File: src/rtl/ifu_prefetch.sv
// ifu_prefetch: sequential fetch issuer with DEPTH in-flight credits, in-order response FIFO toward decode, flush discards stale beats
module ifu_prefetch #(
  parameter int ADDR_W = 32,
  parameter int DATA_W = 32,
  parameter int DEPTH = 4,
  parameter logic [ADDR_W-1:0] RESET_PC = '0
) (
  input  logic              clk,
  input  logic              rst,
  output logic              req_valid_o,
  input  logic              req_ready_i,
  output logic [ADDR_W-1:0] req_addr_o,
  input  logic              rsp_valid_i,
  input  logic [DATA_W-1:0] rsp_data_i,
  output logic              inst_valid_o,
  input  logic              inst_ready_i,
  output logic [ADDR_W-1:0] inst_pc_o,
  output logic [DATA_W-1:0] inst_data_o,
  input  logic              flush_i,
  input  logic [ADDR_W-1:0] flush_pc_i
);
  localparam int CW = $clog2(DEPTH + 1);
  localparam int PW = $clog2(DEPTH);
  logic [ADDR_W-1:0] fetch_pc, rsp_pc, flush_pc;
  logic [CW-1:0] count, outst, discard;
  logic [CW:0] occ, inflight;
  logic [PW-1:0] head, tail;
  logic init, fire, live, drop, pop, push;
  logic [ADDR_W-1:0] pc_q [DEPTH];
  logic [DATA_W-1:0] data_q [DEPTH];
  always_comb begin
    occ = {1'b0, count} + {1'b0, outst};
    inflight = {1'b0, outst} + {1'b0, discard};
    req_valid_o = !rst && !flush_i && !init && occ < (CW+1)'(DEPTH) && inflight < (CW+1)'(DEPTH);
    req_addr_o = fetch_pc;
    fire = req_valid_o && req_ready_i;
    drop = rsp_valid_i && discard != '0;
    live = rsp_valid_i && discard == '0 && outst != '0;
    inst_valid_o = !rst && count != '0;
    pop = inst_valid_o && inst_ready_i;
    push = live && !flush_i && !rst;
    flush_pc = flush_pc_i & ~ADDR_W'(3);
    inst_pc_o = pc_q[head];
    inst_data_o = data_q[head];
  end
  always_ff @(posedge clk)
    if (rst) begin
      fetch_pc <= RESET_PC;
      rsp_pc <= RESET_PC;
      count <= '0;
      outst <= '0;
      discard <= '0;
      head <= '0;
      tail <= '0;
      init <= 1'b1;
    end else if (flush_i) begin
      init <= 1'b0;
      fetch_pc <= flush_pc;
      rsp_pc <= flush_pc;
      count <= '0;
      outst <= '0;
      head <= '0;
      tail <= '0;
      discard <= discard + outst - CW'(drop || live);
    end else begin
      init <= 1'b0;
      fetch_pc <= fire ? fetch_pc + ADDR_W'(4) : fetch_pc;
      rsp_pc <= live ? rsp_pc + ADDR_W'(4) : rsp_pc;
      count <= count + CW'(live) - CW'(pop);
      outst <= outst + CW'(fire) - CW'(live);
      discard <= discard - CW'(drop);
      head <= head + PW'(pop);
      tail <= tail + PW'(live);
    end
  always_ff @(posedge clk)
    if (push) begin
      pc_q[tail] <= rsp_pc;
      data_q[tail] <= rsp_data_i;
    end
  a_no_orphan_rsp: assert property (@(posedge clk) disable iff (rst) !(rsp_valid_i && outst == '0 && discard == '0));
  a_inflight_cap: assert property (@(posedge clk) disable iff (rst) inflight <= (CW+1)'(DEPTH));
endmodule

File: config.mk
export PLATFORM = sky130hd
export DESIGN_NAME = ifu_prefetch
export DESIGN_NICKNAME = d
export VERILOG_FILES = /design/src/rtl/ifu_prefetch.sv
export SDC_FILE = /design/constraint.sdc
export NUM_CORES = 1
export LEC_CHECK = 0
export CAP_MARGIN = 20
export CORE_MARGIN = 2
export CORE_UTILIZATION = 50
export CTS_CLUSTER_DIAMETER = 120
export CTS_CLUSTER_SIZE = 14
export DETAILED_ROUTE_END_ITERATION = 8
export PLACE_DENSITY = 0.73
export SETUP_SLACK_MARGIN = 0.3
export SLEW_MARGIN = 25
export SYNTH_ARGS = -nofsm -noshare
export SYNTH_HDL_FRONTEND = slang
export SYNTH_SLANG_ARGS = --single-unit
File: constraint.sdc
create_clock -name clk -period 25.4 [get_ports clk]
set_clock_uncertainty 0.2 [all_clocks]
set_input_delay 3.81 -clock clk [delete_from_list [all_inputs] [get_ports clk]]
set_output_delay 3.81 -clock clk [all_outputs]
set_load 0.1 [all_outputs]
# After elaboration in Yosys (flattened, before gate mapping)
# Memory sizes are Yosys's and may differ from the RTL's. A register that Yosys moved wholly into a read port is not among the register bits.
# Index checks and enable logic that the tools add are counted.
dict set report op_classes {
  n_addsub 13
  multipliers 0
  n_div 0
  order_cmp 2
  n_eq_ne 0
  shifts 0
  mux 10
  bitwise_logic 0
  n_reduce_logical 23
}
# cell count
set op_table {}
lappend op_table {{32-bit 2-to-1 mux} 4}
lappend op_table {{32-bit by 3-bit adder with 32-bit output, second input constant} 2}
lappend op_table {{1-bit logical AND} 12}
lappend op_table {{3-bit by 1-bit subtractor with 3-bit output} 4}
lappend op_table {{3-bit nonzero test} 3}
lappend op_table {{3-bit by 3-bit adder with 4-bit output} 2}
lappend op_table {{4-bit by 3-bit less-than comparator with 1-bit output, second input constant} 2}
lappend op_table {{3-bit by 1-bit adder with 3-bit output} 2}
lappend op_table {{2-bit by 1-bit adder with 2-bit output} 2}
lappend op_table {{2-bit 2-to-1 mux} 2}
lappend op_table {{2-bit nonzero test} 2}
lappend op_table {{3-bit adder} 1}
lappend op_table {{1-bit zero test} 3}
lappend op_table {{3-bit zero test} 1}
lappend op_table {{1-bit 2-to-1 mux} 3}
lappend op_table {{3-bit 2-to-1 mux} 1}
lappend op_table {{2-bit OR reduction} 1}
lappend op_table {{1-bit logical OR} 1}
dict set report word_totals {
  register_bits 78
  latchBits 0
  ramBits 256
  romBits 0
  inputBits 70
  out_inout_bits 98
  memories 2
}
# memory depth width read_ports rd_ports_with_merged_regs wr line
set mem_list {}
lappend mem_list {data_q 4 32 1 1 1 30} ;# logic [DATA_W-1:0] data_q [DEPTH];
lappend mem_list {pc_q 4 32 1 1 1 29} ;# logic [ADDR_W-1:0] pc_q [DEPTH];

# Depth between registers and ports, before layout
# Gate-level depths: netlist (run 1).
dict set report logic_depth {
  word_depth 8
  ltp_mapped 14
}

# Least setup slack after synthesis (run 1)
# No wires, ideal clock.
dict set report synth_path {
  kind {input to register}
  startpoint {in flush_i}
  endpoint {mem data_q[0][0] (enable)}
  setup_ps 635
  arrival_ps 10419
  t_required_ps 24565
  setup_slack_ps 14146
  stages 5
  path_buffers 2
  cell_sequence {clkbuf_1 -> inv_1 -> clkbuf_1 -> nand2_1 -> nor4_1}
}
dict set report synth_via {
  elab_chain_cells 5
}
# element line
set synth_lines {}
lappend synth_lines {{start: declaration} 19} ;# input logic flush_i,
lappend synth_lines {{1-bit zero test} 41} ;# push = live && !flush_i && !rst;
lappend synth_lines {{1-bit logical AND (2 in a row)} 41}
lappend synth_lines {{1-bit 2-to-1 mux} 76} ;# if (push) begin
lappend synth_lines {{1-bit 2-to-1 mux (implied by the code)} 78} ;# data_q[tail] <= rsp_data_i;
lappend synth_lines {{end: declaration} 30}
# Every way passes these cells.

# Worst setup path in the final report (run 1)
dict set report layout_path {
  startpoint {in flush_i}
  endpoint {out req_valid_o}
}
dict set report layout_via {
  elab_chain_cells 5
}
# element line
set layout_lines {}
lappend layout_lines {{1-bit zero test} 34} ;# req_valid_o = !rst && !flush_i && !init && occ < (CW+1)'(DEPTH) && inflight < (CW+1)'(DEPTH);
lappend layout_lines {{1-bit logical AND (4 in a row)} 34}
lappend layout_lines {{end: declaration} 10} ;# output logic req_valid_o,
# Every way passes these cells.

==> out/metrics.csv, run 1 <==
metric;value;unit
path_clk_slew;70;ps
synth.yosys.seq_area_share;0.672;
cp_num_buf_inv;3;
critical_path.max_fanout;56;
timing.rr.end;outst[2];
num-nets-final;1117;
clockRootBuffer;clkbuf_16;
worst_path_cell_trace;buf_2 > buf_4 > or4_4 > a2111oi_4 > clkdlybuf4s50_1;
chipHeight;167;um
postPlaceCellArea;0.0152;mm2
cts-resized-gates;0;
post-synth-top-area-cell;edfxtp_1;
r2r_slack;21100;ps
run_status;finished, final reports clean;
crit_arrival;6420;ps
transition_time_at_the_pin_with_the_least_slew_margin;1060;ps
ys_warns;0;
io_pins;168;
grt_util_all_layers;0.205;
antenna_found_initial;0;
antenna_diode_count;0;
power_density;66.4;mW/mm2
numCtsBuffers;26;
worst-r2r-cell-count;13;
synth_cells;871;
final-setup-viol-count;0;
die_outline_area;0.0279;mm2
drive_gt1_frac;0.115;
cap_violations;0;
drt.antenna.violating_nets;0;
grt_pass1_vias;8177;
cts.htree.levels;1;
hold_class;register to register;
viasPerCell;5.92;
grt_start_max_net_pins;63;
finalCoreUtilization;0.614;
critical-path-max-stage-delay;1230;ps
post-route-drc-count;0;
globalRouteOverflowTotal;0;
timing.rr.start;outst[1];
layout_worst_path_cycle_share;0.411;
initial_core_util;0.510;
crit_path_end_kind;output pin;
max-clock-path-buffers;3;
drt_first_pass_iters;7;
place_congestion;0.919;
slowest_stage;clkdlybuf4s50_1;
maxSlewViolCount;0;
p_leak;0.00508;uW
multiInputGateArea;0.00410;mm2
grt_pass1_wl;45400;um
pre_cts_ws;14990;ps
post-cts-setup-buffer-count;0;
post_route_worst_setup_slack;14970;ps
critPathKind;primary input to output pin;
mappedNetlistArea;0.0133;mm2
totalWireLength;28500;um
synth-edff-count;248;
synth_largest_type_area_fraction;0.560;
final_count_of_hold_timing_violations;0;
area_delta_synth_final;20.3;%
crit_path_start_kind;primary input;
timing.fmax;0.0959;GHz
critical_path.top_delay_family;buffers and inverters;
timing.max_slew.rel_slack;0.293;
synth_cell_types;60;
irDropWorstVdd;0.0000610;V
hpwlAfterDp;18100;um
netlist_top_cells_area;edfxtp_1, dfxtp_1, mux4_2, nand2_1, ha_1;
timing.setup.tns;0;ps
synthFlopType;edfxtp_1;
critPathRequiredTime;21390;ps
initialDrtViolationCount;665;
clock_sinks;322;
port_buffers;161;
die_width;167;um
grt_setup_unrepaired;false;
fin_area;0.0160;mm2
ff_latch_area;0.00893;mm2
synth_async_reset_ratio;0;
cts_hold_buffers;0;
post_synth.cell_area_avg;15.3;um2
filler_instances;1931;
core_area;0.0261;mm2
clock_tree_from_tritoncts;done;
end_of_the_critical_path;req_valid_o;
ys_seq_elements;322;
num_vias;8169;
critPathLaunch;flush_i;
cp_num_cells;5;
fin_total_pwr;1060;uW
clock_insertion_delay_worst_skew;530;ps
routedWlPerCell;20.6;um
final_period_demand_of_the_worst_path;10430;ps
row_count;59;
-- logic make-up after synthesis --
logic type / Yosys count / share of synthesized area
adders and majority gates: 20 / 0.0205
and+or+nand+nor: 241 / 0.0949
DFF: 322 / 0.672
muxes: 67 / 0.109
buffers and inverters: 75 / 0.0227
xor gates and xnor gates: 29 / 0.0191
AOI/OAI and AO/OA: 116 / 0.0619
other: 1 / 0.000282
-- flip-flops by register name, indices dropped and copies added (netlist names) --
name and cells:
rsp_pc 30, outst 3, init 1, data_q 128, req_addr_o 30, tail 2
head 2, pc_q 120, discard 3, count 3
-- cells in the final DEF, fill, tap and decap left out, types with 10 or more instances in the layout --
cell	n
edfxtp_1	248
clkdlybuf4s50_1	159
dfxtp_1	72
mux4_2	62
nand2_1	60
nor2_1	40
inv_1	29
clkbuf_16	27
nand3_1	26
a21oi_1	25
nand4_1	24
xnor2_1	23
clkbuf_1	20
ha_1	17
a31oi_1	15
nor3_1	14
o21ai_0	14
and3_1	14
nor4_1	12
or3_1	11
a211oi_1	10
and2_1	10
-- area by class of cell --
type,instances,area share
Timing Repair Buffer,171,0.105
Clock buffer,47,0.0469
Sequential cell,322,0.559
Tap cell,335,0.0262
Inverter,29,0.00681
Multi-Input combinational cell,477,0.256
-- metal layers --
layer,GRT usage,up-vias,share of wire
met3,0.0297,35,0.068
li1,-,3734,-
met1,0.296,4084,0.44
met5,0,-,0
met2,0.335,316,0.47
met4,0.0457,0,0.018
-- synth_stat cells (6+ instances only) --
cell and count:
and4_1 8, edfxtp_1 248, dfxtp_1 74, a31oi_1 15, and3_1 14, a21oi_1 25
ha_1 17, buf_1 8, nand3_1 26, nand2_1 60, and2_1 10, xor2_1 6
nor4_1 14, inv_1 29, nand4_1 24, xnor2_1 23, nor2_1 42, clkbuf_1 30
a211oi_1 10, or3_1 11, mux4_2 62, nor3_1 14, a311oi_1 9, o21ai_0 14
-- how the worst min path moves through the flow --
stage / start / to / slack (ps) / cells past startpoint
finish: req_addr_o[31] / req_addr_o[31] / 290 / 2
global route: req_addr_o[31] / req_addr_o[31] / 330 / 2
CTS: req_addr_o[31] / req_addr_o[31] / 290 / 2
detailed placement: req_addr_o[31] / req_addr_o[31] / 280 / 2
global placement: req_addr_o[31] / req_addr_o[31] / 280 / 2
floorplan: rsp_pc[31] / pc_q[0][31] / 280 / 0
-- through the flow --
stage               hold WS, ps  cells
floorplan                   276    874
global placement            279   1334
detailed placement          277   1334
CTS                         291   1381
global route                331   1381
finish                      292   1381
-- power breakdown --
| group | internal [uW] | leakage, uW | switching (uW) |
|---|---|---|---|
| Sequential | 576 | 0.00286 | 15.3 |
| Combinational | 35.7 | 0.00187 | 65.1 |
| Clock | 198 | 0.000356 | 171 |
| Total | 810 | 0.00508 | 252 |
-- tightest hold or removal path, delay by kind of cell (launching register included) --
| kind | cells | cell delay [ps] |
|---|---|---|
| AO/OA/AOI/OAI | 1 | 50 |
| flip-flops | 1 | 330 |
| AND/OR/NAND/NOR | 1 | 60 |
Power figures use the tool's default switching activity.
==> inputs of run 2 (changes only) <==
- clock period: 25.4 -> 10.3 ns (I/O delays scaled with it)
==> out/metrics.csv, run 2 (synthesis results as in run 1) <==
metric;value;unit;change
run_status;finished, final reports clean;;
layout_worst_path_cycle_share;0.580;;
timing.rr.end;outst[2];;
timing.hold.worst.start;req_addr_o[8];;
reg.largest.list;data_q (128), pc_q (120);;
num-nets-final;1118;;+0.090%
row_count;59;;unchanged
chipHeight;167;um;unchanged
cts.htree.levels;1;;unchanged
post-route-drc-count;0;;unchanged
grt_start_max_net_pins;63;;unchanged
num_vias;8133;;-0.44%
drive_gt1_frac;0.116;;+0.000846
antenna_found_initial;0;;unchanged
timing.fmax;0.167;GHz;
grt_pass1_wl;43800;um;-3.5%
holdPathStages;2;;unchanged
hpwlAfterDp;18000;um;-0.27%
routedWlPerCell;20.3;um;-1.4%
die_width;167;um;unchanged
critPathRequiredTime;8560;ps;-12830 ps
drt_first_pass_iters;5;;-2
totalWireLength;28100;um;-1.4%
fin_area;0.0160;mm2;about the same
clock_tree_from_tritoncts;done;;
crit_arrival;4230;ps;-2190 ps
final_count_of_hold_timing_violations;0;;unchanged
pre_cts_ws;4350;ps;-10640 ps
p_leak;0.00509;uW;+0.11%
timing.max_slew.rel_slack;0.286;;-0.00783
critPathKind;primary input to output pin;;
viasPerCell;5.88;;-0.51%
grt_setup_unrepaired;false;;
cts_hold_buffers;0;;unchanged
clock_insertion_delay_worst_skew;530;ps;about the same
hold_class;register to register;;
timing.rr.start;outst[1];;
clockRootBuffer;clkbuf_16;;
numCtsBuffers;26;;unchanged
cts-resized-gates;0;;unchanged
area_delta_synth_final;20.4;%;about the same
place_congestion;0.903;;-1.7%
max-clock-path-buffers;3;;unchanged
drt.antenna.violating_nets;0;;unchanged
initialDrtViolationCount;698;;+5.0%
die_outline_area;0.0279;mm2;unchanged
post-cts-setup-buffer-count;0;;unchanged
final-setup-viol-count;0;;unchanged
largest-register;data_q;;
most-common-layout-cells;edfxtp_1, clkdlybuf4s50_1, dfxtp_1;;
cap_violations;0;;unchanged
crit_path_start_kind;primary input;;
initial_core_util;0.510;;unchanged
final_period_demand_of_the_worst_path;5970;ps;
transition_time_at_the_pin_with_the_least_slew_margin;1070;ps;+11.7 ps
largest_register_ff_count;128;;unchanged
critical_path.max_fanout;61;;+8.9%
clock_sinks;322;;unchanged
grt_util_all_layers;0.198;;-0.00665
worst-r2r-cell-count;13;;unchanged
power_density;163;mW/mm2;+150%
filler_instances;1933;;+0.10%
port_buffers;161;;unchanged
timing.setup.tns;0;ps;unchanged
most_common_library_cell_in_the_layout_ignoring_fill_and_taps;edfxtp_1;;
crit_path_end_kind;output pin;;
postPlaceCellArea;0.0152;mm2;about the same
antenna_diode_count;0;;unchanged
grt_pass1_vias;7918;;-3.2%
path_clk_slew;70;ps;about the same
timing.hold.ws;305;ps;+13.4 ps
holdPathEnd;req_addr_o[8];;
core_area;0.0261;mm2;unchanged
post_route_worst_setup_slack;4330;ps;-10640 ps
io_pins;168;;unchanged
globalRouteOverflowTotal;0;;unchanged
r2r_slack;6020;ps;-15080 ps
maxSlewViolCount;0;;unchanged
irDropWorstVdd;0.000161;V;+160%
-- run 2: cell types whose count changed in the layout (fill, tap and decap cells not counted), sizes merged --
cell | previous run | this run
buf | 12 | 13
-- run 2: report_power, final --
| part | internal (uW) | total (uW) | switching, uW |
|---|---|---|---|
| Clock | 489 | 911 | 422 |
| Sequential | 1420 | 1460 | 38.2 |
| Combinational | 87.5 | 246 | 158 |
| Total | 2000 | 2610 | 619 |
-- run 2: how the worst max path moves through the flow --
stage	from	end	slack [ps]	cells past startpoint
final	rst	req_valid_o	4330	5
after CTS	rst	req_valid_o	4330	5
after global routing	rst	req_valid_o	4250	5
after detailed placement	rst	req_valid_o	4350	5
after floorplan	flush_i	data_q[0][0]	1310	5
after global placement	rst	req_valid_o	4340	5
-- run 2: metal layers --
layer	global-route usage	up-vias	wire length, um
met1	0.286	3981	12300
li1	-	3747	-
met3	0.0314	36	2220
met2	0.320	369	13000
met5	0	-	0
met4	0.0484	0	525
-- run 2: critical path, cell delays in order --
cell and delay, ps:
buf_2 90, buf_4 310, or4_4 600, a2111oi_4 430
clkdlybuf4s50_1 1230
-- run 2: area by class of cell --
cell class | instances | area [um2] | area share
timing repair buffer | 172 | 1690 | 0.105
clock buffer | 47 | 751 | 0.0469
inverter | 29 | 109 | 0.00680
tap | 335 | 419 | 0.0262
multi-input combinational | 477 | 4100 | 0.256
sequential | 322 | 8930 | 0.558
-- run 2: stage by stage --
stage | power (uW) | instances | utilization
global route | 2710 | 1382 | 0.614
CTS | 2630 | 1382 | 0.614
global placement | 1720 | 1335 | 0.585
floorplan | 1650 | 874 | -
detailed placement | 1730 | 1335 | 0.585
finish | 2610 | 1382 | 0.614
